<file path="src/rtl/stack_ctrl_gen2.sv">
// Multicycle stack-machine controller: fetch/decode/pop/push/ALU/memory sequencing
// with a memory ready handshake, stack-depth tracking and HALT/fault trapping.
module stack_ctrl_gen2 #(
    parameter int OPW         = 3,
    parameter int STACK_DEPTH = 16,
    parameter int DW          = $clog2(STACK_DEPTH + 1)
) (
    input  logic           clk,
    input  logic           rst,
    input  logic [OPW-1:0] opcode,
    input  logic           mem_ready,
    output logic           IorD,
    output logic           srcA,
    output logic           srcB,
    output logic           lda,
    output logic           ldb,
    output logic           PCsrc,
    output logic           PCwrite,
    output logic           memRead,
    output logic           IRwrite,
    output logic           tos,
    output logic           pop,
    output logic           push,
    output logic           MtoS,
    output logic           PCwriteCond,
    output logic           memWrite,
    output logic [1:0]     ALUop,
    output logic [DW-1:0]  depth,
    output logic           halted,
    output logic           fault,
    output logic [1:0]     fault_code
);

    typedef enum logic [3:0] {
        S_IF, S_DECODE, S_MEMRD, S_PUSHMEM, S_POPA, S_LOADA, S_POPB, S_LOADB,
        S_ALU, S_ALUNOT, S_PUSHRES, S_MEMWR, S_JUMP, S_BRANCH, S_HALT, S_FAULT
    } state_t;

    state_t        state_r;
    state_t        next_s;
    logic [DW-1:0] depth_r;
    logic [1:0]    code_r;
    logic [1:0]    code_next_s;
    logic [2:0]    base_s;
    logic          ext_nz_s;
    logic          halt_op_s;
    logic          illegal_s;
    logic          short_s;
    logic          over_s;

    // Extension field only exists when the opcode is wider than the base 3 bits.
    generate
        if (OPW > 3) begin : g_ext
            assign ext_nz_s = |opcode[OPW-1:3];
        end else begin : g_noext
            assign ext_nz_s = 1'b0;
        end
    endgenerate

    assign base_s    = opcode[2:0];
    assign halt_op_s = (OPW > 3) && (&opcode);
    assign illegal_s = ext_nz_s && !halt_op_s;
    assign short_s   = (((base_s == 3'd0) || (base_s == 3'd1) || (base_s == 3'd2)) && (depth_r < DW'(2))) ||
                       (((base_s == 3'd3) || (base_s == 3'd5) || (base_s == 3'd7)) && (depth_r == DW'(0)));
    assign over_s    = (base_s == 3'd4) && (depth_r == DW'(STACK_DEPTH));

    // State, depth and fault-code registers.
    always_ff @(posedge clk) begin
        if (!rst) begin
            state_r <= S_IF;
            depth_r <= '0;
            code_r  <= 2'b00;
        end else begin
            state_r <= next_s;
            code_r  <= code_next_s;
            if (push) begin
                depth_r <= depth_r + DW'(1);
            end else if (pop) begin
                depth_r <= depth_r - DW'(1);
            end else begin
                depth_r <= depth_r;
            end
        end
    end

    // Next-state logic; DECODE checks are prioritised top to bottom.
    always_comb begin
        next_s      = state_r;
        code_next_s = code_r;
        case (state_r)
            S_IF:      next_s = mem_ready ? S_DECODE : S_IF;
            S_DECODE: begin
                if (illegal_s) begin
                    next_s      = S_FAULT;
                    code_next_s = 2'b11;
                end else if (halt_op_s) begin
                    next_s = S_HALT;
                end else if (short_s) begin
                    next_s      = S_FAULT;
                    code_next_s = 2'b01;
                end else if (over_s) begin
                    next_s      = S_FAULT;
                    code_next_s = 2'b10;
                end else begin
                    case (base_s)
                        3'd4:    next_s = S_MEMRD;
                        3'd6:    next_s = S_JUMP;
                        3'd7:    next_s = S_BRANCH;
                        default: next_s = S_POPA;
                    endcase
                end
            end
            S_MEMRD:   next_s = mem_ready ? S_PUSHMEM : S_MEMRD;
            S_PUSHMEM: next_s = S_IF;
            S_POPA:    next_s = S_LOADA;
            S_LOADA: begin
                case (base_s)
                    3'd5:    next_s = S_MEMWR;
                    3'd3:    next_s = S_ALUNOT;
                    default: next_s = S_POPB;
                endcase
            end
            S_POPB:    next_s = S_LOADB;
            S_LOADB:   next_s = S_ALU;
            S_ALU:     next_s = S_PUSHRES;
            S_ALUNOT:  next_s = S_PUSHRES;
            S_PUSHRES: next_s = S_IF;
            S_MEMWR:   next_s = mem_ready ? S_IF : S_MEMWR;
            S_JUMP:    next_s = S_IF;
            S_BRANCH:  next_s = S_IF;
            S_HALT:    next_s = S_HALT;
            S_FAULT:   next_s = S_FAULT;
            default:   next_s = S_IF;
        endcase
    end

    // Moore strobe decode; everything is held at zero while reset is low.
    always_comb begin
        IorD = 1'b0; srcA = 1'b0; srcB = 1'b0; lda = 1'b0; ldb = 1'b0;
        PCsrc = 1'b0; PCwrite = 1'b0; memRead = 1'b0; IRwrite = 1'b0; tos = 1'b0;
        pop = 1'b0; push = 1'b0; MtoS = 1'b0; PCwriteCond = 1'b0; memWrite = 1'b0;
        ALUop = 2'b00; halted = 1'b0; fault = 1'b0;
        if (rst) begin
            depth      = depth_r;
            fault_code = code_r;
            case (state_r)
                S_IF: begin
                    srcA    = 1'b1;
                    srcB    = 1'b1;
                    memRead = 1'b1;
                    PCwrite = mem_ready;
                    IRwrite = mem_ready;
                end
                S_DECODE:  tos = 1'b1;
                S_MEMRD:   begin IorD = 1'b1; memRead = 1'b1; end
                S_PUSHMEM: begin MtoS = 1'b1; push = 1'b1; end
                S_POPA:    pop = 1'b1;
                S_LOADA:   lda = 1'b1;
                S_POPB:    pop = 1'b1;
                S_LOADB:   ldb = 1'b1;
                S_ALU:     ALUop = opcode[1:0];
                S_ALUNOT:  ALUop = 2'b11;
                S_PUSHRES: push = 1'b1;
                S_MEMWR:   begin IorD = 1'b1; memWrite = 1'b1; end
                S_JUMP:    begin PCsrc = 1'b1; PCwrite = 1'b1; end
                S_BRANCH:  begin PCsrc = 1'b1; PCwriteCond = 1'b1; end
                S_HALT:    halted = 1'b1;
                S_FAULT:   fault = 1'b1;
                default:   ;
            endcase
        end else begin
            depth      = '0;
            fault_code = 2'b00;
        end
    end

endmodule

</file>
<file path="config.mk">
export PLATFORM = sky130hd
export DESIGN_NAME = stack_ctrl_gen2
export DESIGN_NICKNAME = d
export VERILOG_FILES = /design/src/rtl/stack_ctrl_gen2.sv
export SDC_FILE = /design/constraint.sdc
export NUM_CORES = 1
export LEC_CHECK = 0
export CAP_MARGIN = 20
export CORE_MARGIN = 2
export CORE_UTILIZATION = 46
export CTS_CLUSTER_SIZE = 30
export DETAILED_ROUTE_END_ITERATION = 6
export GPL_TIMING_DRIVEN = 0
export PLACE_DENSITY = 0.79
export SLEW_MARGIN = 0
export SYNTH_ARGS = -nofsm -noshare
export SYNTH_HDL_FRONTEND = slang
export SYNTH_SLANG_ARGS = --single-unit
</file>
<file path="constraint.sdc">
create_clock -name clk -period 3 [get_ports clk]
set_input_delay 0.6 -clock clk [delete_from_list [all_inputs] [get_ports clk]]
set_output_delay 0.6 -clock clk [all_outputs]
set_load 0.05 [all_outputs]
</file>
==> flow_summary.ini <==
[synthesis]
synth_most_common_cell = nand2_1
ys_ff_latch = 11
synth_cells = 139
synth_top_flop_cell = dfxtp_1
async_flop_share_pct = 0
synth_edf_count = 0
syn_avg_cell_area_um2 = 7.47
ys_seq_area_share_pct = 21.2
yosysWarnings = 0
synth_area_um2 = 1040
yosys.area.top_type = dfxtp_1
synth_common_cells = nand2_1 (18), a21oi_1 (14), nor2_1 (14), dfxtp_1 (11), and2_1 (8)
synth_fp_nets = 149
synth_cell_types = 42
yosys-top-cells-area = dfxtp_1 (21%), a21oi_1 (6.7%), nand2_1 (6.5%), nor2_1 (5.1%), and2_1 (4.8%)
synth_top_area_share_pct = 21.2

[placed_design]
postPlaceCellArea_um2 = 1350
hpwl_mm = 1.95
place_inst = 194
port_buffers = 27
place.gp.congestion = 0.850

[worst_setup_path]
cp-end-kind = output port
worstSetupPathType = in -> out
r2r-end = depth_r[4]
worstReg2RegStart = state_r[3]
crit_arrival_ps = 2280
r2r_cells = 9
reg2reg_slack_ps = 690
cp_max_fo = 3
critPathLaunchType = input port
required_ps = 2400

[routing]
drtIter0Drc = 21
viasPerCell = 5.40
wl_per_cell_um = 12.9
num_vias = 1070
finalWirelength_mm = 2.56
detail-route-antenna-nets = 0
drc_errors = 0
drtPass1Iterations = 4

[clocking]
cts_tree = built
numCtsBuffers = 3
cts_max_path_buffers = 2
insertion_delay_ps = 270
clk_pin_slew_ps = 70
root_buffer = clkbuf_4
cts.htree.levels = 1
cts.sinks = 11
post_cts_buffers = 0

[power]
vdd_drop_max_v = 0.000271
power_frac_comb_pct = 25.5
intPower_uw = 231
power_leakage_nw = 0.597
pwr-share-seq_pct = 43.6
clkPwrFrac_pct = 30.9
swShare_pct = 32.6
cellPowerDensity_nw_per_um2 = 247
p_switching_uw = 111

[timing]
finalHoldViolations = 0
relSlewSlack_pct = 65.8
whs_ps = 438
clock_skew_ps = 7.22
period_share_pct = 95.9
min_period_ps = 2880
rsz0062_at_grt = no
fmax_mhz = 347
final.setup.tns_ps = 0
tightest_slew_ps = 513
setup_viol = 0
drv_slew = 0

[grt]
grt_pass1_vias = 971
grt.overflow.total = 0
grt_antenna_before_repair = 0
grt_max_degree = 11
grt_pass1_wl_mm = 4.19
track_usage_pct = 20.5

[finish]
nets = 181
final_layout_size_suffix_gt1_share_pct = 14.1
antennaDiodeCount = 0
area_growth_pct = 33.5
finalCoreUtilization_pct = 63.9
sequential_cell_area_um2 = 220
multi_input_area_um2 = 728
stdcell_count = 198
stdcell_area_um2 = 1390
num-fill-cells = 206

[floorplan]
die-area_um2 = 2650
core.rowCount = 17
core_area_um2 = 2170
die_w_um = 51.5
die_h_um = 51.5
initial_core_util_pct = 47.9
io_pins = 32

[worst_hold_path]
holdPathStages = 2
hold_end = code_r[1]
hold_path.class = reg -> reg
min-delay-start = code_r[1]

[flow_run]
maxCapViolCount = 0

[outcome]
status = finished clean
## final cells by class
type,instances,share of cell area (%)
multi-input cells,111,52.5
repair buffers,27,20.2
flip-flops and latches,11,15.9
plain buffers,13,5.87
well taps,28,2.53
clock buffers,4,1.90
inverters,4,1.08
## cells in the final DEF, fill, tap and decap left out, types with 2 or more instances in the layout
| cell type | netlist | final |
|---|---|---|
| o21ai_0 | 4 | 4 |
| nor2_1 | 14 | 14 |
| clkbuf_4 | 0 | 3 |
| dfxtp_1 | 11 | 11 |
| o32ai_1 | 3 | 3 |
| nand3_1 | 5 | 5 |
| mux2_2 | 3 | 3 |
| xnor2_1 | 3 | 3 |
| inv_1 | 4 | 4 |
| nand2b_1 | 4 | 4 |
| a21oi_1 | 14 | 14 |
| clkdlybuf4s50_1 | 0 | 23 |
| a21o_1 | 2 | 2 |
| clkbuf_1 | 3 | 4 |
| nand2_1 | 18 | 18 |
| buf_2 | 4 | 4 |
| buf_4 | 3 | 3 |
| o21a_1 | 2 | 2 |
| nor2b_1 | 4 | 4 |
| buf_6 | 2 | 2 |
| and2_1 | 8 | 8 |
| dlymetal6s2s_1 | 0 | 4 |
| nor3_1 | 3 | 3 |
| ha_1 | 3 | 3 |
## power by group through the flow
stage	logic (mW)	clock network (mW)	registers, mW
3_3_place_gp	0.0863	0	0.153
4_1_cts	0.0876	0.105	0.149
2_1_floorplan	0.0652	0	0.153
5_1_grt	0.0946	0.113	0.150
6_report	0.0873	0.106	0.149
3_5_place_dp	0.0871	0	0.153
## registers in the layout (all words and copies together), names as in the netlist
register,count
code_r,2
depth_r,5
state_r,4
## per-layer routing
layer  up-vias  routed length (µm)  track usage [%]
li1        546                   -                -
met1       486                1090             24.1
met2        36                1310             38.2
met3         2                 159             3.74
met4         0                   9             4.82
met5         -                   0                0
## metrics by stage
stage | setup slack, ps | power, mW
5_1_grt | 54.5 | 0.357
3_5_place_dp | 132 | 0.240
3_3_place_gp | 137 | 0.239
6_report | 122 | 0.342
4_1_cts | 96.4 | 0.342
2_1_floorplan | 206 | 0.218
## what timing repair did
item | CTS | global route
gates resized for setup | 0 | 4
hold buffers | 0 | 0
endpoints found under the setup margin | 0 | 4
## kinds of logic after synthesis
family	Yosys count	share of synthesized area, %
buffers and inverters	17	9.28
XOR/XNOR	6	6.51
flip-flops	11	21.2
AND/OR/NAND/NOR	65	33.7
AO/OA/AOI/OAI	32	19.5
adder cells (fa/ha/maj)	4	5.54
multiplexers	4	4.22
## worst max-delay path, stage by stage
cell             delay, ps
clkdlybuf4s50_1        500
inv_1                   90
nor3_2                 250
clkdlybuf4s50_1        840
## worst max-delay path by stage
stage	from	to	cells past startpoint
CTS	state_r[0]	MtoS	5
global route	mem_ready	IRwrite	4
global placement	rst	MtoS	5
floorplan	rst	depth_r[4]	10
finish	mem_ready	IRwrite	4
detailed placement	mem_ready	IRwrite	4
Note: power is estimated with default switching activity, not from simulation.
